$ cat src/rtl/product_bcd_converter.sv
// -----------------------------------------------------------------------------
// product_bcd_converter
//
// Converts the signed 16-bit product of the shift-add multiplier ({A, B}) into
// a sign flag plus DIGITS packed BCD digits. The conversion runs one
// shift-and-add-3 (double-dabble) step per clock on the magnitude of the
// captured product.
//
// State table:
//   state | meaning
//   IDLE  | waiting for Start; Product is captured on the accepting edge
//   CONV  | one double-dabble iteration per edge, WIDTH edges in total
//   DONE  | Done pulse for one cycle; always returns to IDLE on the next edge
//
// Ports:
//   Clk      in   system clock, rising edge active
//   Reset    in   synchronous active-high reset
//   Start    in   conversion request, only looked at in IDLE
//   Product  in   WIDTH-bit two's-complement value to convert
//   Busy     out  high while iterations are in progress
//   Done     out  one-cycle pulse when Digits/Neg carry a new result
//   Neg      out  sign of the converted value (1 = negative)
//   Digits   out  packed BCD result, [3:0] is the ones digit
// -----------------------------------------------------------------------------
module product_bcd_converter #(
    parameter int WIDTH  = 16,
    parameter int DIGITS = 5
) (
    input  logic                  Clk,
    input  logic                  Reset,
    input  logic                  Start,
    input  logic [WIDTH-1:0]      Product,
    output logic                  Busy,
    output logic                  Done,
    output logic                  Neg,
    output logic [4*DIGITS-1:0]   Digits
);

    localparam int              CW        = $clog2(WIDTH);
    localparam logic [CW-1:0]   LAST_ITER = CW'(WIDTH - 1);

    typedef enum logic [1:0] {
        IDLE = 2'd0,
        CONV = 2'd1,
        DONE = 2'd2
    } state_t;

    state_t              state;
    state_t              state_next;

    logic [WIDTH-1:0]    mag;
    logic [4*DIGITS-1:0] bcd;
    logic [CW-1:0]       iter;
    logic                neg_reg;

    logic [WIDTH-1:0]    mag_abs;
    logic [4*DIGITS-1:0] bcd_shift;
    logic [3:0]          dig;
    logic                carry;
    logic                last_iter;

    // Magnitude is kept unsigned, so the most negative input (0x8000) maps
    // to 32768 without overflow.
    always_comb begin
        mag_abs = Product;
        if (Product[WIDTH-1]) begin
            mag_abs = ~Product + WIDTH'(1);
        end
    end

    // One double-dabble step: correct every digit that is >= 5 on its
    // pre-shift value, then shift {bcd, mag} left by one. Each corrected
    // digit's MSB becomes the LSB of the next digit up; the ones digit takes
    // the MSB of the magnitude.
    always_comb begin
        bcd_shift = '0;
        dig       = '0;
        carry     = mag[WIDTH-1];
        for (int d = 0; d < DIGITS; d++) begin
            dig = bcd[4*d +: 4];
            if (dig >= 4'd5) begin
                dig = dig + 4'd3;
            end
            bcd_shift[4*d +: 4] = {dig[2:0], carry};
            carry               = dig[3];
        end
    end

    assign last_iter = (iter == LAST_ITER);

    always_comb begin
        state_next = state;
        case (state)
            IDLE: begin
                if (Start) begin
                    state_next = CONV;
                end
            end
            CONV: begin
                if (last_iter) begin
                    state_next = DONE;
                end
            end
            DONE: begin
                state_next = IDLE;
            end
            default: begin
                state_next = IDLE;
            end
        endcase
    end

    // Busy and Done are registered copies of the next-state decode so they
    // line up exactly with the state they describe.
    always_ff @(posedge Clk) begin
        if (Reset) begin
            state <= IDLE;
            Busy  <= 1'b0;
            Done  <= 1'b0;
        end else begin
            state <= state_next;
            Busy  <= (state_next == CONV);
            Done  <= (state_next == DONE);
        end
    end

    // Digits/Neg are only written on the final iteration so they never show
    // a partial conversion.
    always_ff @(posedge Clk) begin
        if (Reset) begin
            mag     <= '0;
            bcd     <= '0;
            iter    <= '0;
            neg_reg <= 1'b0;
            Neg     <= 1'b0;
            Digits  <= '0;
        end else begin
            case (state)
                IDLE: begin
                    if (Start) begin
                        mag     <= mag_abs;
                        neg_reg <= Product[WIDTH-1];
                        bcd     <= '0;
                        iter    <= '0;
                    end
                end
                CONV: begin
                    bcd  <= bcd_shift;
                    mag  <= {mag[WIDTH-2:0], 1'b0};
                    iter <= iter + CW'(1);
                    if (last_iter) begin
                        Digits <= bcd_shift;
                        Neg    <= neg_reg;
                    end
                end
                default: begin
                end
            endcase
        end
    end

endmodule

$ cat config.mk
export PLATFORM = sky130hd
export DESIGN_NAME = product_bcd_converter
export DESIGN_NICKNAME = d
export VERILOG_FILES = /design/src/rtl/product_bcd_converter.sv
export SDC_FILE = /design/constraint.sdc
export NUM_CORES = 1
export LEC_CHECK = 0
export ABC_CLOCK_PERIOD_IN_PS = 4450
export CAP_MARGIN = 40
export CORE_MARGIN = 4
export CORE_UTILIZATION = 40
export DETAILED_ROUTE_END_ITERATION = 8
export MAX_ROUTING_LAYER = met4
export PLACE_DENSITY = 0.62
export SLEW_MARGIN = 20
export SYNTH_ARGS = -nofsm -noshare
export SYNTH_HDL_FRONTEND = slang
export SYNTH_SLANG_ARGS = --single-unit
$ cat constraint.sdc
create_clock -name Clk -period 4.45 [get_ports Clk]
set_clock_uncertainty 0.15 [all_clocks]
set_input_delay 0.89 -clock Clk [delete_from_list [all_inputs] [get_ports Clk]]
set_output_delay 0.89 -clock Clk [all_outputs]
set_load 0.02 [all_outputs]
==> results of run 1 <==
tightest hold or removal path, stage by stage (launching register included):
cell and delay, ns:
dfxtp_1 0.31, nand2_1 0.05, a21oi_1 0.05
final timing paths:
check                             from                      to  slack [ns]  cells after the start
setup reg to reg  iter[0]$_SDFFE_PP0P_  Digits[6]$_SDFFE_PP0P_        1.99                      5
setup / recovery            Product[0]    mag[12]$_SDFFE_PP0P_        1.79                      7
hold reg to reg       Neg$_SDFFE_PP0P_        Neg$_SDFFE_PP0P_        0.30                      2
hold / removal        Neg$_SDFFE_PP0P_        Neg$_SDFFE_PP0P_        0.30                      2
cell usage in the layout (no fill, tap or decap), drive strengths merged, types with 3 or more instances in the layout:
master / count
a22o: 20
a211oi: 7
ha: 12
a21o: 7
dfxtp: 66
o21ai: 15
clkbuf: 14
xnor2: 6
xor2: 13
or4: 3
nor3b: 9
nand3: 4
nand2b: 11
nor3: 11
inv: 13
a22oi: 12
nand2: 13
nor2b: 5
mux2i: 7
nor2: 24
o22ai: 10
a21oi: 15
nand3b: 3
clkdlybuf4s50: 41
o41ai: 5
buf: 6
o31ai: 8
per-layer routing:
metal	up-vias	track usage (%)	share of wire (%)
li1	1309	-	-
met1	1207	21.7	47
met2	38	27.0	48
met3	4	4.57	3.7
met4	0	4.56	0.94
met5	-	-	0
power by group:
part	switching, mW	internal (mW)	total [mW]
sequential	0.00891	0.605	0.614
combinational	0.0591	0.0463	0.105
clock	0.214	0.290	0.503
total	0.281	0.941	1.22
cells by family after synthesis:
logic type | Yosys count | share of synthesized area, %
buf+inv | 35 | 4.68
fa+ha+maj | 12 | 4.80
compound gates | 106 | 24.8
xor+xnor | 19 | 5.32
mux | 8 | 2.60
flops | 66 | 42.2
simple gates | 91 | 15.6
per-stage QoR:
| stage | total power, mW | hold slack (ns) |
|---|---|---|
| 2_1_floorplan | 0.690 | 0.274 |
| 3_3_place_gp | 0.730 | 0.295 |
| 3_5_place_dp | 0.731 | 0.297 |
| 4_1_cts | 1.23 | 0.307 |
| 5_1_grt | 1.28 | 0.329 |
| 6_report | 1.22 | 0.301 |
final cells by class:
| type | instances | area [um2] |
|---|---|---|
| clock buffers | 14 | 163 |
| repair buffers | 47 | 463 |
| multi-input cells | 236 | 1660 |
| well taps | 99 | 124 |
| flip-flops and latches | 66 | 1320 |
| fillers | 730 | 3590 |
| clock inverters | 2 | 35.0 |
| inverters | 13 | 48.8 |
==> flow_summary_export.csv, run 1 <==
group,metric,value,unit
drt,drtIter0Drc,104,
logic_synthesis,synth_edf_count,0,
cts,worst_setup_hold_path_clk_slew,0.07,ns
die,die_width,96.5,um
cts,cts_tree,"done",
worst_hold_path,min_path_type,"flop to flop",
flow_run,timing.max_cap.violations,0,
power_and_ir_drop,power_leakage,1.46,nW
setup_path,critPathLaunchType,"primary input",
logic_synthesis,synth_top_cell_by_area,"dfxtp_1",
timing,rsz0062_at_grt,"no",
logic_synthesis,ys.flop_type,"dfxtp_1",
drt,detail_route.wl_per_cell,15.1,um
final_layout,num-nets-final,404,
die,pin_count,42,
global_routing,gr-total-overflow,0,
die,die_area,9300,um2
setup_path,worst_path_largest_cell_delay,0.55,ns
logic_synthesis,post_synthesis_cell_count,337,
drt,drt-pass1-iter-count,4,
cts,cts_made_buffers,9,
final_layout,flow.area_growth_from_synthesis,22.0,%
die,core_region_area,7410,um2
power_and_ir_drop,ir_drop,160,uV
timing,finalHoldViolations,0,
cts,clk-insertion-delay-late,0.33,ns
placement,place.detailed.instances,460,
logic_synthesis,postSynthAreaPerCell,9.29,um2
outcome,run_status,"completed",
setup_path,critical_path.n_buffers_inverters,2,
timing,worstMarginPinSlew,0.827,ns
setup_path,critical_path_arrival,2.71,ns
placement,routabilityCongestion,0.777,
drt,antenna_left,0,
logic_synthesis,syn-cell-area,3130,um2
global_routing,grtUsageTotal,17.1,%
timing,fmax,0.376,GHz
final_layout,reg.largest.list,"Digits (20), bcd (20), mag (16)",
final_layout,layout_cells_sized_above_1,6.61,%
setup_path,critPathKind,"primary input to flop",
cts,post-cts-setup-buffers,0,
die,rows,31,
cts,cts_repair_resize_count,0,
global_routing,grt_antenna_before_repair,0,
setup_path,cpLargestDelayFamily,"simple AND/OR/NAND/NOR gates",
drt,route.detailed.vias_per_inst,5.36,
timing,finalSetupTns,0,ns
placement,post_dp_cell_area,3600,um2
logic_synthesis,synthTopCellsByArea,"dfxtp_1, a22o_1, ha_1",
placement,setup_slack_after_placement,1.32,ns
final_layout,finalInstanceArea,3820,um2
logic_synthesis,yosysWarningCount,0,
setup_path,worst_ep_required_time,4.50,ns
logic_synthesis,mappedNetlistNets,368,
timing,layout_setup_ws,1.79,ns
timing,timing.final.crit_period,2.66,ns
logic_synthesis,yosys.cell_count.top_type,"dfxtp_1",
setup_path,critPathSlowestCell,"or4b_1",
global_routing,number_of_global_route_vias_before_repair,2391,
die,initial_utilization,42.2,%
power_and_ir_drop,power-per-cell-area,320,nW/um2
drt,drt_wl_total,7.20,mm
drt,drc,0,
drt,num_vias,2558,
logic_synthesis,part_of_the_yosys_area_used_for_sequential_elements,42.2,%
timing,remaining_max_slew_budget_at_the_tightest_pin,44.7,%
logic_synthesis,synth_top_area_share,42.2,%
final_layout,insertedDiodeCount,0,
logic_synthesis,synth.top_cells.by_count,"dfxtp_1, nor2_1, a22o_1",
timing,post-route-period-util,59.8,%
final_layout,finish.utilization,51.5,%
global_routing,grt_pass1_wl,11.8,mm
die,die_height,96.5,um
cts,post_cts_hold_buffer_count,0,
placement,place_hpwl,5.07,mm
setup_path,timing.critical_path.fanout_max,3,
cts,cts.htree.levels,3,
placement,port_buffers,41,
logic_synthesis,ys_seq_elements,66,
logic_synthesis,yosys.cell_types.count,46,
setup_path,crit_path_end_kind,"flop",
logic_synthesis,postSynth.asyncResetShare,0,%
timing,finalSetupViolations,0,
global_routing,largest_net_degree_at_the_start_of_global_routing,27,
cts,clock-root-buffer,"clkbuf_8",
timing,timing_max_transition_violations_final,0,
cts,numClockSinks,66,
setup_path,path_cells,"clkdlybuf4s50_1 -> inv_1 -> ha_1 -> or4b_1 -> o31ai_1 -> xor2_1 -> o22ai_1",
final_layout,finalNonFillerCells,477,
cts,clock_path_buffers,2,
No activity file was read; power rests on OpenSTA's default activity.
==> inputs of run 2 (changes only) <==
ABC_CLOCK_PERIOD_IN_PS = 2710   (was 4450)
clock period = 2.71 ns   (was 4.45 ns; I/O delays follow)
==> flow_summary_export.csv, run 2 (synthesis results as in run 1) <==
group,metric,value,unit
setup_path,crit_path_end_kind,"flop",
timing,fmax,0.447,GHz
drt,drt-pass1-iter-count,4,
cts,worst_setup_hold_path_clk_slew,0.07,ns
cts,post-cts-setup-buffers,0,
global_routing,gr-total-overflow,0,
worst_hold_path,min_path_type,"flop to flop",
drt,antenna_left,0,
outcome,run_status,"completed",
global_routing,grt_antenna_before_repair,0,
final_layout,finalInstanceArea,3880,um2
flow_run,timing.max_cap.violations,0,
final_layout,final_common_cell,"dfxtp_1",
setup_path,critPathSlowestCell,"or4b_1",
cts,cts_tree,"done",
cts,clk-insertion-delay-late,0.34,ns
power_and_ir_drop,ir_drop,251,uV
die,rows,31,
final_layout,flow.area_growth_from_synthesis,24.1,%
setup_path,critPathKind,"primary input to flop",
timing,finalSetupViolations,0,
drt,detail_route.wl_per_cell,14.8,um
timing,post-route-period-util,82.6,%
setup_path,path_cells,"clkdlybuf4s50_1 -> inv_1 -> ha_1 -> or4b_1 -> o31ai_1 -> xor2_1 -> o22ai_1",
cts,cts_repair_resize_count,0,
power_and_ir_drop,p_sw,0.490,mW
cts,post_cts_hold_buffer_count,0,
cts,numClockSinks,66,
cts,cts_made_buffers,9,
cts,cts.htree.levels,3,
cts,clock-root-buffer,"clkbuf_8",
timing,finalHoldViolations,0,
timing,timing_max_transition_violations_final,0,
final_layout,num-nets-final,411,
drt,num_vias,2595,
timing,worstMarginPinSlew,0.751,ns
die,die_area,9300,um2
placement,routabilityCongestion,0.815,
die,pin_count,42,
setup_path,critical_path.n_buffers_inverters,2,
global_routing,number_of_global_route_vias_before_repair,2525,
die,initial_utilization,42.2,%
drt,drc,0,
drt,route.detailed.vias_per_inst,5.36,
setup_path,worst_path_largest_cell_delay,0.55,ns
power_and_ir_drop,p_clk_share,42.9,%
global_routing,largest_net_degree_at_the_start_of_global_routing,20,
setup_path,cpLargestDelayFamily,"simple AND/OR/NAND/NOR gates",
timing,remaining_max_slew_budget_at_the_tightest_pin,49.9,%
die,core_region_area,7410,um2
timing,layout_setup_ws,0.471,ns
setup_path,ff2ff_setup_slack,0.49,ns
placement,setup_slack_after_placement,0.135,ns
setup_path,critical_path_arrival,2.30,ns
global_routing,grtUsageTotal,17.4,%
die,die_height,96.5,um
global_routing,grt_pass1_wl,12.2,mm
setup_path,worst_ep_required_time,2.77,ns
power_and_ir_drop,power_leakage,1.49,nW
final_layout,reg.largest.list,"Digits (20), bcd (20), mag (16)",
power_and_ir_drop,total_power,2.08,mW
power_and_ir_drop,internal_power_component,1.59,mW
power_and_ir_drop,power_switching_share,23.6,%
power_and_ir_drop,power_frac_comb,8.6,%
timing,rsz0062_at_grt,"no",
final_layout,layout_cells_sized_above_1,9.35,%
cts,clock_path_buffers,2,
power_and_ir_drop,share_seq_of_total_power,48.5,%
die,die_width,96.5,um
drt,drtIter0Drc,108,
final_layout,finish.utilization,52.4,%
timing,timing.final.crit_period,2.24,ns
placement,post_dp_cell_area,3660,um2
setup_path,timing.critical_path.fanout_max,3,
placement,place_hpwl,5.14,mm
timing,finalSetupTns,0,ns
power_and_ir_drop,power-per-cell-area,535,nW/um2
setup_path,critPathLaunchType,"primary input",
drt,drt_wl_total,7.17,mm
placement,port_buffers,41,
final_layout,insertedDiodeCount,0,
final_layout,final_cell_mix,"dfxtp_1, clkdlybuf4s50_1, nor2_1",
==> run 2: per-stage QoR <==
step                cells  hold slack [ns]
floorplan             337            0.274
global placement      467            0.295
detailed placement    467            0.299
CTS                   483            0.310
global route          484            0.341
finish                484            0.305
==> run 2: cell type report <==
| cell class | count | area, um2 |
|---|---|---|
| Fill cell | 688 | 3520 |
| Multi-Input combinational cell | 236 | 1660 |
| Sequential cell | 66 | 1320 |
| Timing Repair Buffer | 54 | 508 |
| Clock buffer | 9 | 124 |
| Tap cell | 99 | 124 |
| Clock inverter | 7 | 93.8 |
| Inverter | 13 | 48.8 |
==> run 2: routing by layer <==
metal  share of wire, %  vias up  global-route usage [%]
met1                 49     1218                    22.6
li1                   -     1326                       -
met2                 46       44                    26.4
met5                  0        -                       -
met4                1.1        0                    6.43
met3                3.6        7                    4.34
==> run 2: power groups by stage <==
stage	clock network, mW	registers (mW)	logic [mW]
floorplan	0	1.03	0.107
global placement	0	1.03	0.177
detailed placement	0	1.03	0.179
finish	0.891	1.01	0.179
global route	0.961	1.01	0.198
CTS	0.918	1.01	0.180
==> run 2: worst paths after layout <==
check	to	from	depth (start not counted)
max	mag[12]$_SDFFE_PP0P_	Product[0]	7
min	Neg$_SDFFE_PP0P_	Neg$_SDFFE_PP0P_	2
max reg2reg	Digits[14]$_SDFFE_PP0P_	state[0]$_SDFF_PP0_	4
min reg2reg	Neg$_SDFFE_PP0P_	Neg$_SDFFE_PP0P_	2
==> run 2: worst register-to-register path: cells and delay by family (launching register included) <==
family          cells  cell delay, ns
simple gates        3            1.23
compound gates      1            0.28
flops               1            0.46
==> inputs of run 3 (changes only) <==
ABC_CLOCK_PERIOD_IN_PS = 1900   (was 2710)
PLACE_DENSITY = 0.65   (was 0.62)
clock period = 1.9 ns   (was 2.71 ns; I/O delays follow)
==> flow_summary_export.csv, run 3 (synthesis results as in run 1) <==
group,metric,value,unit
drt,drt-pass1-iter-count,5,
cts,worst_setup_hold_path_clk_slew,0.08,ns
setup_path,critical_path_arrival,1.30,ns
power_and_ir_drop,power_frac_comb,10.9,%
timing,worstMarginPinSlew,0.371,ns
cts,clock_path_buffers,2,
timing,remaining_max_slew_budget_at_the_tightest_pin,75.0,%
final_layout,reg.largest.list,"Digits (20), bcd (20), mag (16)",
outcome,run_status,"completed",
power_and_ir_drop,share_seq_of_total_power,48.7,%
timing,finalHoldViolations,0,
timing,timing.final.crit_period,1.83,ns
timing,post-route-period-util,96.4,%
final_layout,final_cell_mix,"dfxtp_1, buf_4, clkdlybuf4s50_1",
timing,timing_max_transition_violations_final,0,
setup_path,cpLargestDelayFamily,"buffers and inverters",
final_layout,finalInstanceArea,4240,um2
final_layout,insertedDiodeCount,0,
flow_run,timing.max_cap.violations,0,
worst_hold_path,min_delay_worst_endpoint,"mag[0]$_SDFFE_PP0P_",
power_and_ir_drop,ir_drop,486,uV
global_routing,grt_pass1_wl,12.6,mm
final_layout,num-nets-final,448,
setup_path,r2r_start,"iter[1]$_SDFFE_PP0P_",
placement,port_buffers,41,
setup_path,r2r-end,"Digits[7]$_SDFFE_PP0P_",
timing,rsz0062_at_grt,"no",
timing,fmax,0.546,GHz
setup_path,critPathSlowestCell,"clkdlybuf4s50_1",
timing,finalSetupViolations,0,
die,die_area,9300,um2
cts,cts_made_buffers,9,
die,pin_count,42,
drt,drtIter0Drc,128,
die,die_height,96.5,um
worst_hold_path,whs_path_depth,4,
global_routing,largest_net_degree_at_the_start_of_global_routing,26,
setup_path,critPathLaunchType,"flop",
placement,place_hpwl,5.54,mm
power_and_ir_drop,p_sw,0.755,mW
drt,num_vias,2759,
cts,clock-root-buffer,"clkbuf_8",
power_and_ir_drop,p_clk_share,40.4,%
drt,drc,0,
power_and_ir_drop,total_power,2.94,mW
global_routing,grt_antenna_before_repair,0,
drt,antenna_left,0,
power_and_ir_drop,power_switching_share,25.7,%
power_and_ir_drop,internal_power_component,2.19,mW
global_routing,number_of_global_route_vias_before_repair,2638,
cts,numClockSinks,66,
setup_path,path_cells,"clkdlybuf4s50_1",
setup_path,timing.critical_path.fanout_max,2,
global_routing,grtUsageTotal,18.0,%
power_and_ir_drop,power_leakage,1.79,nW
setup_path,critical_path.n_buffers_inverters,1,
final_layout,final_common_cell,"dfxtp_1",
drt,route.detailed.vias_per_inst,5.30,
drt,detail_route.wl_per_cell,14.6,um
setup_path,worst_path_largest_cell_delay,0.61,ns
setup_path,ff2ff_path_depth,6,
placement,post_dp_cell_area,3940,um2
worst_hold_path,worstHoldStart,"Product[0]",
cts,cts.htree.levels,3,
setup_path,worst_ep_required_time,1.37,ns
cts,clk-insertion-delay-late,0.34,ns
final_layout,layout_cells_sized_above_1,19.7,%
worst_hold_path,min_path_type,"primary input to flop",
drt,drt_wl_total,7.59,mm
die,core_region_area,7410,um2
setup_path,critPathKind,"flop to primary output",
power_and_ir_drop,power-per-cell-area,695,nW/um2
cts,cts_tree,"done",
cts,post_cts_hold_buffer_count,0,
setup_path,ff2ff_setup_slack,0.20,ns
global_routing,gr-total-overflow,0,
final_layout,flow.area_growth_from_synthesis,35.3,%
die,die_width,96.5,um
die,initial_utilization,42.2,%
setup_path,crit_path_end_kind,"primary output",
placement,routabilityCongestion,0.823,
setup_path,timing.critical_path.from,"Digits[14]$_SDFFE_PP0P_",
die,rows,31,
## run 3: cell types whose count changed in the layout (fill, tap and decap cells not counted), sizes merged, moves of 3 or more
| cell | before | now |
|---|---|---|
| buf | 13 | 49 |
| clkdlybuf4s50 | 41 | 28 |
| dlymetal6s2s | 0 | 10 |
| dlygate4sd2 | 0 | 3 |
## run 3: layout make-up
class	instances	area, um2
Fill cell	656	3170
Multi-Input combinational cell	237	1730
Sequential cell	66	1320
Timing Repair Buffer	90	812
Clock buffer	9	124
Tap cell	99	124
Clock inverter	7	77.6
Inverter	13	48.8
## run 3: through the flow
stage	instances	hold WS [ns]	setup TNS, ns	worst slack [ns]	utilization, %
6_report	521	0.299	0	0.0690	57.2
5_1_grt	521	0.321	0	0.00133	57.2
4_1_cts	520	0.309	-0.0968	-0.0401	56.2
3_5_place_dp	503	0.299	-8.15	-0.516	53.2
2_1_floorplan	337	0.274	0	0.0163	-
3_3_place_gp	503	0.291	-7.52	-0.465	53.2
## run 3: worst max-delay path by stage
stage,cells after the start,endpoint,slack [ns]
final,1,Digits[14],0.07
after global routing,1,Digits[14],0.001
after CTS,7,mag[14]$_SDFFE_PP0P_,-0.04
after detailed placement,7,mag[10]$_SDFFE_PP0P_,-0.52
after global placement,7,mag[10]$_SDFFE_PP0P_,-0.47
after floorplan,6,mag[10]$_SDFFE_PP0P_,0.02
## run 3: timing repair
item	in CTS	in global routing
setup endpoints to repair	15	13
setup buffers	0	1
pin swaps	2	7
gates resized for setup	8	19
gates cloned	1	0
endpoints found under the hold margin	0	0
## run 3: layer usage
layer / global-route usage, % / wire length [um]
met1: 22.5 / 3500
met4: 5.26 / 91
met5: - / 0
met2: 28.7 / 3710
met3: 4.88 / 282
## run 3: power by group through the flow
stage               logic (mW)  registers, mW  clock network (mW)
floorplan                0.152           1.46                   0
global placement         0.309           1.46                   0
detailed placement       0.314           1.47                   0
CTS                      0.318           1.43                1.22
global route             0.352           1.44                1.28
finish                   0.322           1.43                1.19
==> RTL edit, RTL diff (flow settings as in run 3) <==
Change the parameter `DIGITS` from 5 to 6.
--- a/src/rtl/product_bcd_converter.sv
+++ b/src/rtl/product_bcd_converter.sv
@@ -24,7 +24,7 @@
 // -----------------------------------------------------------------------------
 module product_bcd_converter #(
     parameter int WIDTH  = 16,
-    parameter int DIGITS = 5
+    parameter int DIGITS = 6
 ) (
     input  logic                  Clk,
     input  logic                  Reset,
Ports: changed (resized Digits); port bits go from 42 to 46. No check against the original RTL was run, so the function may have changed too.
==> RTL edit against run 3 <==
Count of clock-buffer cells in the layout rose by 3. Critical endpoint is now mag[13]$_SDFFE_PP0P_. Combinational power rose by 7.5%. Setup slack got worse by 47 ps. Via count rose by 15%. Hold slack improved by 11 ps. Synthesized cell count rose by 15%. Register-to-register slack got worse by 20 ps. Wire length rose by 19%. Critical path type is now in2reg. Largest power group unchanged. Cell area rose by 9.8%. Global-route usage rose by 1.1 points. Total power rose by 8.8%. Area after synthesis rose by 12%. Sequential cell count rose by 8.
==> RTL edit: results (changes against run 3) <==
Worst reg-to-reg path cell count - 6 (unchanged)
Top Registers - Digits: 24 flops, bcd: 24 flops, mag: 16 flops
Placed Instances - 569 (+13%)
Net Count, Synth - 420 (+14%)
Port bufs - 45 (+9.8%)
Post-CTS Setup Bufs - 0 (unchanged)
Top cells by count, synth - 74 x dfxtp_1, 24 x a21oi_1, 24 x nor2_1, 20 x nand2_1, 20 x o21ai_0
Post-synth EDFFs - 0 (unchanged)
R2R Path End - bcd[10]$_SDFFE_PP0P_
Hold Crit Class - reg2reg
Period utilization - 98.9% (+2.5 points)
Diode count - 0 (unchanged)
Total GRT Usage - 19.1% (+1.1 points)
GPL Wtd Cong - 0.856 (+4.1%)
Hold wc startpoint - Neg$_SDFFE_PP0P_
Worst slew pin tran - 359 ps (-11.5 ps)
DR iter-0 viols - 167 (+30%)
Final wirelength - 9010 um (+19%)
Most numerous cell in the Yosys netlist - dfxtp_1
Synth area leaders - dfxtp_1 42%, ha_1 5.0%, a22o_1 3.5%, xnor2_1 3.5%, a21oi_1 3.4%
Largest net degree at the start of global routing - 22 (-15%)
Yosys Warn Count - 0 (unchanged)
Share of layout cells above drive strength 1 - 16.7% (-3.0 points)
Clk slew on worst S/H paths - 80 ps (about the same)
Number of global-route vias before repair - 3174 (+20%)
RR Startpoint - bcd[9]$_SDFFE_PP0P_
Worst hold path depth - 2 (-2)
Crit path max-delay family - simple AND/OR/NAND/NOR gates
Hpwl dp - 6540 um (+18%)
Avg Vias per Cell - 5.45 (+2.8%)
Worst-path fanout max - 4 (+2)
Register area share after synthesis - 42.4% (+0.21 points)
CTS max path bufs - 2 (unchanged)
Ys async rst share - 0% (unchanged)
R2R Setup Slk - 180 ps (-20 ps)
1st-pass router iterations - 5 (unchanged)
Hold path endpoint - Neg$_SDFFE_PP0P_
Status - complete, no violations
H-tree Lvls - 3 (unchanged)
Crit-path max cell delay - 600 ps
Slew Limit Fails - 0 (unchanged)
VDD IR max - 0.380 mV (-22%)
First-pass GRT wire length - 15100 um (+20%)
Total CTS buffers - 9 (unchanged)
Worst path arrival time - 1960 ps (+660 ps)
Later-pin clock latency in the skew report - 340 ps (about the same)
P_leak - 1.98 nW (+11%)
Synth unique cells - 46 (unchanged)
Mapped Cells - 387 (+15%)
Nets@finish - 508 (+13%)
CTS Root Cell - clkbuf_8
WL per Instance - 15.4 um (+5.8%)
Antenna violations before repair - 1 (+1)
Pre-CTS setup slack - -410 ps (+106 ps)
Crit path max-delay cell type - or4_4
[RTL edit: where the power goes]
group / internal, W / total (W) / switching (W) / leakage (nW)
sequential: 0.00158 / 0.00160 / 0.0000188 / 0.600
combinational: 0.000170 / 0.000346 / 0.000176 / 1.28
clock: 0.000680 / 0.00125 / 0.000575 / 0.107
total: 0.00243 / 0.00320 / 0.000769 / 1.98
[RTL edit: final cells by class]
type,instances,area (um^2)
tap,105,131
fill,754,3690
multi-input combinational,275,1890
clock inverter,4,48.8
clock buffer,12,155
sequential,74,1480
inverter,16,60.1
timing repair buffer,99,882
[RTL edit: routing by layer]
metal / up-vias / part of all wire, % / track usage (%)
met5: - / 0 / -
met3: 9 / 5.3 / 4.82
met4: 0 / 1.3 / 5.42
met1: 1509 / 46 / 24.1
li1: 1590 / - / -
met2: 78 / 48 / 30.4
[RTL edit: what timing repair did]
action / in CTS / in global routing
resized for setup: 2 / 6
hold buffers: 0 / 0
endpoints found under the setup margin: 2 / 12
pin swaps: 6 / 6
[RTL edit: tightest hold or removal path, delay by kind of cell, from the launching register on]
kind | cells | cell delay, ps
compound gates | 1 | 50
simple gates | 1 | 50
flops | 1 | 310
[RTL edit: kinds of logic after synthesis]
logic type | synth area share (%)
AOI/OAI and AO/OA | 24.4
xor gates and xnor gates | 5.02
adders and majority gates | 5.02
buffers and inverters | 4.27
DFF | 42.4
muxes | 2.04
and+or+nand+nor | 16.8
[RTL edit: how the worst max path moves through the flow]
| stage | startpoint | to | cells after the start |
|---|---|---|---|
| 2_1_floorplan | Product[8] | mag[13]$_SDFFE_PP0P_ | 4 |
| 3_3_place_gp | Product[8] | mag[13]$_SDFFE_PP0P_ | 5 |
| 3_5_place_dp | Product[8] | mag[11]$_SDFFE_PP0P_ | 5 |
| 4_1_cts | Product[2] | mag[11]$_SDFFE_PP0P_ | 5 |
| 5_1_grt | Product[4] | mag[13]$_SDFFE_PP0P_ | 5 |
| 6_report | Product[4] | mag[13]$_SDFFE_PP0P_ | 5 |
[RTL edit: metrics by stage]
step	instance area [um^2]	hold WS (ps)	setup TNS [ps]	util [%]	total power, W
2_1_floorplan	3490	276	0	-	0.00179
3_3_place_gp	4390	295	-5580	52.7	0.00197
3_5_place_dp	4410	302	-3590	52.8	0.00198
4_1_cts	4630	312	0	55.5	0.00323
5_1_grt	4650	349	0	55.7	0.00333
6_report	4650	310	0	55.7	0.00320
